$ cat config.mk
export PLATFORM = sky130hd
export DESIGN_NAME = ef_i2s_tdm_rx_flat
export DESIGN_NICKNAME = d
export VERILOG_FILES = /design/src/rtl/ef_i2s_tdm_rx_pkg.sv /design/src/rtl/ef_i2s_tdm_rx_if.sv /design/src/rtl/ef_i2s_tdm_rx_fifo.sv /design/src/rtl/ef_i2s_tdm_rx.sv /design/src/flat_wrapper.sv
export SDC_FILE = /design/constraint.sdc
export NUM_CORES = 2
export LEC_CHECK = 0
export ABC_CLOCK_PERIOD_IN_PS = 4000
export CAP_MARGIN = 5
export CORE_AREA = 2 2 323 325
export DETAILED_ROUTE_END_ITERATION = 12
export DIE_AREA = 0 0 325 327
export GPL_TIMING_DRIVEN = 1
export PLACE_DENSITY = 0.63
export SETUP_SLACK_MARGIN = 0.4
export SLEW_MARGIN = 20
export SYNTH_ARGS = -nofsm -noshare
export SYNTH_HDL_FRONTEND = slang
export SYNTH_SLANG_ARGS = --single-unit
$ cat constraint.sdc
create_clock -name clk -period 4 [get_ports clk]
set_input_delay 0.8 -clock clk [delete_from_list [all_inputs] [get_ports clk]]
set_output_delay 0.8 -clock clk [all_outputs]
set_load 0.01 [all_outputs]
$ cat src/rtl/ef_i2s_tdm_rx_pkg.sv
// Shared constants and the sample formatter for the I2S/TDM receiver.
package ef_i2s_pkg;
  localparam logic [1:0] MODE_I2S = 2'b00;
  localparam logic [1:0] MODE_LJ  = 2'b01;
  localparam logic [1:0] MODE_TDM = 2'b10;
  localparam int SLOT_BITS = 32;

  // Right-align the top `size` bits of a slot, optionally sign-extending.
  function automatic logic [31:0] sample_fmt(input logic [31:0] sr, input logic [5:0] size,
                                             input logic sext);
    logic [5:0]  sz;
    logic [31:0] d, mask;
    sz = (size == 6'd0 || size > 6'd32) ? 6'd32 : size;
    d = sr >> (6'd32 - sz);
    mask = '1;
    if (sz != 6'd32) begin
      mask = (32'd1 << sz) - 32'd1;
      if (sext && d[sz[4:0] - 5'd1]) d = d | ~mask;
    end
    return d;
  endfunction
endpackage

$ cat src/rtl/ef_i2s_tdm_rx_if.sv
// FIFO read side of the receiver, as seen by the bus wrapper.
interface ef_i2s_tdm_rx_if #(parameter int SLOTS = 8, parameter int FIFO_AW = 5);
  localparam int TW = $clog2(SLOTS);
  logic              fifo_rd;
  logic [31:0]       fifo_rdata;
  logic [TW-1:0]     fifo_rslot;
  logic              fifo_empty;
  logic              fifo_full;
  logic [FIFO_AW:0]  fifo_level;
  logic [FIFO_AW:0]  fifo_threshold;
  logic              fifo_level_above;

  modport master (output fifo_rd, fifo_threshold,
                  input  fifo_rdata, fifo_rslot, fifo_empty, fifo_full, fifo_level, fifo_level_above);
  modport slave  (input  fifo_rd, fifo_threshold,
                  output fifo_rdata, fifo_rslot, fifo_empty, fifo_full, fifo_level, fifo_level_above);
endinterface

$ cat src/rtl/ef_i2s_tdm_rx_fifo.sv
// First-word fall-through FIFO; level/full/empty are registered with the pointers.
module ef_i2s_fwft_fifo #(
  parameter int DW = 34,
  parameter int AW = 5
) (
  input  logic          clk,
  input  logic          rst_n,
  input  logic          push,
  input  logic [DW-1:0] wdata,
  input  logic          pop,
  output logic [DW-1:0] rdata,
  output logic          empty,
  output logic          full,
  output logic [AW:0]   level
);
  localparam int DEPTH = 1 << AW;
  localparam logic [AW:0] DEPTH_L = (AW+1)'(DEPTH);

  logic [DW-1:0] mem [DEPTH];
  logic [AW-1:0] wp, rp;
  logic          we, re;
  logic [AW:0]   level_nx;

  // Full is judged on the registered flag, so a same-cycle pop never makes room.
  assign we    = push & ~full;
  assign re    = pop & ~empty;
  assign rdata = mem[rp];

  always_comb begin
    level_nx = level;
    if (we && !re)      level_nx = level + 1'b1;
    else if (!we && re) level_nx = level - 1'b1;
  end

  always_ff @(posedge clk)
    if (we) mem[wp] <= wdata;

  always_ff @(posedge clk or negedge rst_n) begin
    if (!rst_n) begin
      wp    <= '0;
      rp    <= '0;
      level <= '0;
      empty <= 1'b1;
      full  <= 1'b0;
    end else begin
      if (we) wp <= wp + 1'b1;
      if (re) rp <= rp + 1'b1;
      level <= level_nx;
      empty <= (level_nx == '0);
      full  <= (level_nx == DEPTH_L);
    end
  end
endmodule

$ cat src/rtl/ef_i2s_tdm_rx.sv
// I2S/LJ/TDM receive master: SCK/WS generation, deserialiser, formatter, sample FIFO.
module ef_i2s_tdm_rx import ef_i2s_pkg::*; #(
  parameter int SLOTS   = 8,
  parameter int FIFO_AW = 5,
  localparam int TW     = $clog2(SLOTS)
) (
  input  logic             clk,
  input  logic             rst_n,
  input  logic             en,
  input  logic [1:0]       mode,
  input  logic [7:0]       sck_prescaler,
  input  logic [TW:0]      slot_count,
  input  logic [SLOTS-1:0] slot_en,
  input  logic [5:0]       sample_size,
  input  logic             sign_extend,
  output logic             sck,
  output logic             ws,
  input  logic             sdi,
  ef_i2s_tdm_rx_if.slave   fif,
  output logic             overrun,
  input  logic             overrun_clr
);
  localparam int PW = TW + $clog2(SLOT_BITS);

  logic [7:0]     presc;
  logic [PW-1:0]  p, p_nx, r, lm1;
  logic [31:0]    sr, sr_nx;
  logic           is_tdm, is_lj, dly, tick, rise, fall, armed, cmpl, ws_nx;
  logic [TW:0]    active;
  logic [TW-1:0]  slot;
  logic           push_vld;
  logic [31:0]    push_data;
  logic [TW-1:0]  push_tag;
  logic [TW+31:0] head;

  assign is_tdm = (mode == MODE_TDM);
  assign is_lj  = (mode == MODE_LJ);
  assign dly    = ~is_lj;
  assign active = !is_tdm ? (TW+1)'(2) : (slot_count == '0 ? (TW+1)'(SLOTS) : slot_count);
  assign lm1    = PW'({active, 5'b0} - 1'b1);

  assign tick  = (presc == 8'd0);
  assign rise  = tick & ~sck;
  assign fall  = tick & sck;
  assign p_nx  = (p == lm1) ? '0 : p + 1'b1;
  assign ws_nx = is_tdm ? (p_nx == '0) : p_nx[5];
  // Receive position lags the frame position by the data delay.
  assign r     = (dly && p == '0) ? lm1 : p - PW'(dly);
  assign slot  = r[PW-1:5];
  assign sr_nx = {sr[30:0], sdi};
  // armed blocks a push until a slot has been received from its MSB.
  assign cmpl  = rise && (r[4:0] == 5'h1f) && armed;

  always_ff @(posedge clk or negedge rst_n) begin
    if (!rst_n) begin
      presc     <= '0;
      sck       <= 1'b0;
      ws        <= 1'b0;
      p         <= '0;
      sr        <= '0;
      armed     <= 1'b0;
      push_vld  <= 1'b0;
      push_data <= '0;
      push_tag  <= '0;
    end else if (!en) begin
      presc    <= '0;
      sck      <= 1'b0;
      ws       <= is_tdm;
      p        <= '0;
      sr       <= '0;
      armed    <= 1'b0;
      push_vld <= 1'b0;
    end else begin
      presc    <= tick ? sck_prescaler : presc - 8'd1;
      push_vld <= 1'b0;
      if (tick) sck <= ~sck;
      if (fall) begin
        p  <= p_nx;
        ws <= ws_nx;
      end
      if (rise) begin
        sr <= sr_nx;
        if (r[4:0] == 5'd0) armed <= 1'b1;
        if (cmpl && slot_en[slot] && ({1'b0, slot} < active)) begin
          push_vld  <= 1'b1;
          push_data <= sample_fmt(sr_nx, sample_size, sign_extend);
          push_tag  <= slot;
        end
      end
    end
  end

  always_ff @(posedge clk or negedge rst_n) begin
    if (!rst_n)                     overrun <= 1'b0;
    else if (push_vld && fif.fifo_full) overrun <= 1'b1;
    else if (overrun_clr)           overrun <= 1'b0;
  end

  ef_i2s_fwft_fifo #(.DW(TW+32), .AW(FIFO_AW)) u_fifo (
    .clk   (clk),
    .rst_n (rst_n),
    .push  (push_vld),
    .wdata ({push_tag, push_data}),
    .pop   (fif.fifo_rd),
    .rdata (head),
    .empty (fif.fifo_empty),
    .full  (fif.fifo_full),
    .level (fif.fifo_level)
  );

  assign fif.fifo_rslot       = head[TW+31:32];
  assign fif.fifo_rdata       = head[31:0];
  assign fif.fifo_level_above = (fif.fifo_level > fif.fifo_threshold);
endmodule

$ cat src/flat_wrapper.sv
// flat-port wrapper written by rule: the top's interface ports become plain ports
module ef_i2s_tdm_rx_flat import ef_i2s_pkg::*;
#(
  parameter int SLOTS   = 8,
  parameter int FIFO_AW = 5,
  localparam int TW     = $clog2(SLOTS)
)
  (clk, rst_n, en, mode, sck_prescaler, slot_count, slot_en, sample_size, sign_extend, sck, ws, sdi, overrun, overrun_clr, fif_fifo_rd, fif_fifo_threshold, fif_fifo_rdata, fif_fifo_rslot, fif_fifo_empty, fif_fifo_full, fif_fifo_level, fif_fifo_level_above);
  ef_i2s_tdm_rx_if #(.SLOTS(SLOTS), .FIFO_AW(FIFO_AW)) fif_i ();
  input  logic clk;
  input  logic rst_n;
  input  logic en;
  input  logic [1:0] mode;
  input  logic [7:0] sck_prescaler;
  input  logic [TW:0] slot_count;
  input  logic [SLOTS-1:0] slot_en;
  input  logic [5:0] sample_size;
  input  logic sign_extend;
  output logic sck;
  output logic ws;
  input  logic sdi;
  output logic overrun;
  input  logic overrun_clr;
  input wire logic [$bits(fif_i.fifo_rd)-1:0] fif_fifo_rd;
  input wire logic [$bits(fif_i.fifo_threshold)-1:0] fif_fifo_threshold;
  output wire logic [$bits(fif_i.fifo_rdata)-1:0] fif_fifo_rdata;
  output wire logic [$bits(fif_i.fifo_rslot)-1:0] fif_fifo_rslot;
  output wire logic [$bits(fif_i.fifo_empty)-1:0] fif_fifo_empty;
  output wire logic [$bits(fif_i.fifo_full)-1:0] fif_fifo_full;
  output wire logic [$bits(fif_i.fifo_level)-1:0] fif_fifo_level;
  output wire logic [$bits(fif_i.fifo_level_above)-1:0] fif_fifo_level_above;
  assign fif_i.fifo_rd = fif_fifo_rd;
  assign fif_i.fifo_threshold = fif_fifo_threshold;
  assign fif_fifo_rdata = fif_i.fifo_rdata;
  assign fif_fifo_rslot = fif_i.fifo_rslot;
  assign fif_fifo_empty = fif_i.fifo_empty;
  assign fif_fifo_full = fif_i.fifo_full;
  assign fif_fifo_level = fif_i.fifo_level;
  assign fif_fifo_level_above = fif_i.fifo_level_above;
  ef_i2s_tdm_rx #(.SLOTS(SLOTS), .FIFO_AW(FIFO_AW)) u_core (.clk(clk), .rst_n(rst_n), .en(en), .mode(mode), .sck_prescaler(sck_prescaler), .slot_count(slot_count), .slot_en(slot_en), .sample_size(sample_size), .sign_extend(sign_extend), .sck(sck), .ws(ws), .sdi(sdi), .fif(fif_i), .overrun(overrun), .overrun_clr(overrun_clr));
endmodule
==> impl_metrics.env <==
export IMPL_worstPathArrival_ns=3.38
export IMPL_synthFlopType="edfxtp_1"
export IMPL_fp_coreArea_sq_um=103000
export IMPL_critical_path_top_delay_family="multiplexers"
export IMPL_multi_input_area_sq_um=15100
export IMPL_first_global_vias=29400
export IMPL_cts_path_max_buffers=3
export IMPL_worstPathMaxFanout=6
export IMPL_dpl_hpwl_um=83600
export IMPL_fmax_ghz=0.239
export IMPL_critPathBufInv=6
export IMPL_crit_start="u_core.u_fifo.rp[0]"
export IMPL_wl_per_cell_um=29.9
export IMPL_r2r_start="u_core.p[0]"
export IMPL_swShare_pct=26.3
export IMPL_clock_sinks=1225
export IMPL_hp_class="input port to asynchronous set/reset pin"
export IMPL_internal_power_mw=25.2
export IMPL_yosys_area_top_type="edfxtp_1"
export IMPL_cts_hold_buf=0
export IMPL_rsz0062_at_grt="yes"
export IMPL_slowest_delay_ns=0.55
export IMPL_maxSlewViolCount=0
export IMPL_overflow=0
export IMPL_grt_first_pass_wirelength_um=203000
export IMPL_grt_start_max_net_pins=72
export IMPL_peakVddDrop_mv=0.456
export IMPL_maxCapViolations=0
export IMPL_drive_gt1_share_pct=38.4
export IMPL_rrSetupSlack_ns=0.43
export IMPL_crit_type="register to output port"
export IMPL_start_kind="register"
export IMPL_crit_end="fif_fifo_rdata[6]"
export IMPL_routabilityCongestion=0.905
export IMPL_seqPwrFrac_pct=41.8
export IMPL_syn_area_sq_um=51200
export IMPL_core_rowCount=118
export IMPL_layout_setup_ws_ns=-0.179
export IMPL_cts_root_buf="clkbuf_16"
export IMPL_syn_avg_cell_area_sq_um=19.2
export IMPL_synthTopCellsByArea="edfxtp_1 66%, mux4_2 16%, dfrtp_1 5.1%"
export IMPL_period_minus_slack_ns=4.18
export IMPL_final_hold_violation_count=0
export IMPL_cellLeakagePower_nw=24.5
export IMPL_cts_buffers=120
export IMPL_place_inst=4329
export IMPL_fin_crit_sh_pct=104
export IMPL_final_cells=4694
export IMPL_violations="setup timing"
export IMPL_comb_power_share_pct=24.6
export IMPL_power_density_nw_per_um2=538
export IMPL_antenna_found_initial=0
export IMPL_h_tree_depth=3
export IMPL_place_area_sq_um=56800
export IMPL_ys_seq_area_share_pct=70.8
export IMPL_ys_seq_elements=1225
export IMPL_synth_nets=2735
export IMPL_synth_commonest_cells="1,120 x edfxtp_1, 360 x mux4_2, 118 x nor2_1, 104 x clkbuf_1, 104 x dfrtp_1"
export IMPL_reg2reg_to="u_core.push_data[17]"
export IMPL_area_growth_pct=23.9
export IMPL_worstSkewPairLatency_ns=0.73
export IMPL_dieArea_sq_um=106000
export IMPL_yosysTopAreaCellShare_pct=65.7
export IMPL_port_buffers=87
export IMPL_register_area_sq_um=36300
export IMPL_drc=0
export IMPL_crit_path_cell_trace="buf_12 > buf_16 > buf_12 > buf_16 > buf_6 > mux4_2 > mux4_2 > mux2_4 > buf_6"
export IMPL_dieHeight_um=327
export IMPL_cp_depth=9
export IMPL_syn_inst=2664
export IMPL_die_width_um=325
export IMPL_end_kind="output port"
export IMPL_async_flop_share_pct=8.57
export IMPL_cp_data_required_time_ns=3.20
export IMPL_antenna_left=0
export IMPL_p_clk_share_pct=33.6
export IMPL_drtIter0Drc=3197
export IMPL_slew_headroom_pct=22.2
export IMPL_grt_util_all_layers_pct=26.4
export IMPL_design_area_sq_um=63400
export IMPL_drtPass1Iterations=7
export IMPL_wl_um=140000
export IMPL_r2r_cells=16
export IMPL_nFillCells=7290
export IMPL_vias=29000
export IMPL_setup_violations_final=27
export IMPL_worstMarginPinSlew_ns=1.17
export IMPL_switchingPower_mw=8.96
export IMPL_fin_worst_skew_ns=0.0353
export IMPL_nets=3279
export IMPL_num_io_pins=88
export IMPL_synth_edf_count=1120
export IMPL_crit_slowest_cell="dfrtp_4"
export IMPL_start_util_pct=49.8
export IMPL_avgViaCountPerCell=6.17
export IMPL_run_status="complete, but fails checks"
export IMPL_clkTransAtPathRegs_ns=0.07
export IMPL_yosysWarningCount=0
export IMPL_synth_most_common_cell="edfxtp_1"
export IMPL_cts_tree="built"
export IMPL_synth_distinct_cells=87
[registers in the layout, summed over array words and instances (netlist names)]
name,count
u_core.u_fifo.empty,1
u_core.push_tag,3
u_core.p,8
u_core.push_data,32
u_core.u_fifo.wp,5
u_core.overrun,1
u_core.u_fifo.full,1
u_core.u_fifo.mem,1120
u_core.u_fifo.rp,5
u_core.ws,1
u_core.armed,1
u_core.sck,1
u_core.presc,8
u_core.u_fifo.level,6
u_core.sr,31
u_core.push_vld,1
[layout by cell type, fill, tap and decap left out, types with 13 or more instances in the layout]
master,Yosys,layout
edfxtp_1,1120,1120
buf_4,5,365
mux4_2,360,360
clkbuf_16,0,125
nand2_1,98,97
dfrtp_1,104,85
nor2_1,118,82
buf_6,5,62
buf_12,0,61
a21oi_1,62,57
mux2i_1,59,43
clkdlybuf4s50_1,0,43
nand3_1,43,42
o21ai_0,55,38
mux2_4,0,36
a22o_1,34,34
nor2_4,0,32
clkinv_1,1,31
buf_16,0,30
xnor2_1,28,28
ha_1,30,27
inv_1,27,24
clkbuf_1,104,23
nor3_1,26,21
o211ai_1,18,18
clkinv_2,0,17
mux2_2,52,16
o21ai_1,3,16
bufinv_16,0,16
dfrtp_2,0,15
nor2b_1,13,13
[per-stage QoR]
stage,setup TNS [ns],total power [mW],utilization (%),hold slack (ns),setup WS (ns)
final,-2.40,34.1,61.7,0.137,-0.179
after CTS,-3.27,33.9,60.9,0.103,-0.235
after detailed placement,-20.56,20.6,55.2,0.476,-0.917
after global routing,-4.32,35.3,61.6,0.150,-0.230
after global placement,-19.34,20.5,55.2,0.466,-0.833
after floorplan,-1.25,18.2,-,0.440,-0.0828
[timing repair]
| action | CTS | global route |
|---|---|---|
| endpoints found under the setup margin | 68 | 70 |
| setup buffers | 74 | 40 |
| cloned | 21 | 2 |
| pin swaps | 15 | 19 |
| resized for setup | 305 | 75 |
[cell type report]
class,instances,area share (%)
well taps,1380,2.72
clock buffers,146,4.99
multi-input cells,1246,23.7
flip-flops and latches,1225,57.2
diodes,2,0.00789
repair buffers,585,9.80
clock inverters,80,1.34
inverters,30,0.185
[power by group through the flow]
stage | logic [mW] | registers, mW | clock network, mW
2_1_floorplan | 3.95 | 14.3 | 0
3_3_place_gp | 5.99 | 14.5 | 0
3_5_place_dp | 6.03 | 14.5 | 0
4_1_cts | 7.98 | 14.3 | 11.7
5_1_grt | 8.85 | 14.3 | 12.1
6_report | 8.39 | 14.3 | 11.5
[worst min-delay path by stage]
stage | startpoint | end | slack (ns) | cells after the start
2_1_floorplan | u_core.presc[0] | u_core.presc[0] | 0.44 | 1
3_3_place_gp | u_core.presc[0] | u_core.presc[0] | 0.47 | 1
3_5_place_dp | u_core.presc[0] | u_core.presc[0] | 0.48 | 1
4_1_cts | rst_n | u_core.sr[13] | 0.10 | 1
5_1_grt | rst_n | u_core.sr[13] | 0.15 | 1
6_report | rst_n | u_core.sr[13] | 0.14 | 1
[metal layers]
layer / up-vias / track usage (%) / routed length (um)
met3: 221 / 3.00 / 8380
met4: 0 / 7.38 / 3370
li1: 12200 / - / -
met1: 15400 / 37.7 / 58800
met2: 1159 / 43.7 / 69700
met5: - / 0 / 0
[logic make-up (layout without fill, tap and decap cells)]
group | after synthesis | count (layout) | share of synthesized area (%)
and+or+nand+nor | 402 | 403 | 3.94
other | 0 | 2 | 0
muxes | 471 | 471 | 18.1
AOI/OAI and AO/OA | 302 | 302 | 4.09
adders and majority gates | 30 | 30 | 0.733
DFF | 1225 | 1225 | 70.8
xor gates and xnor gates | 40 | 40 | 0.684
buffers and inverters | 194 | 841 | 1.59
Power figures use the tool's default switching activity.
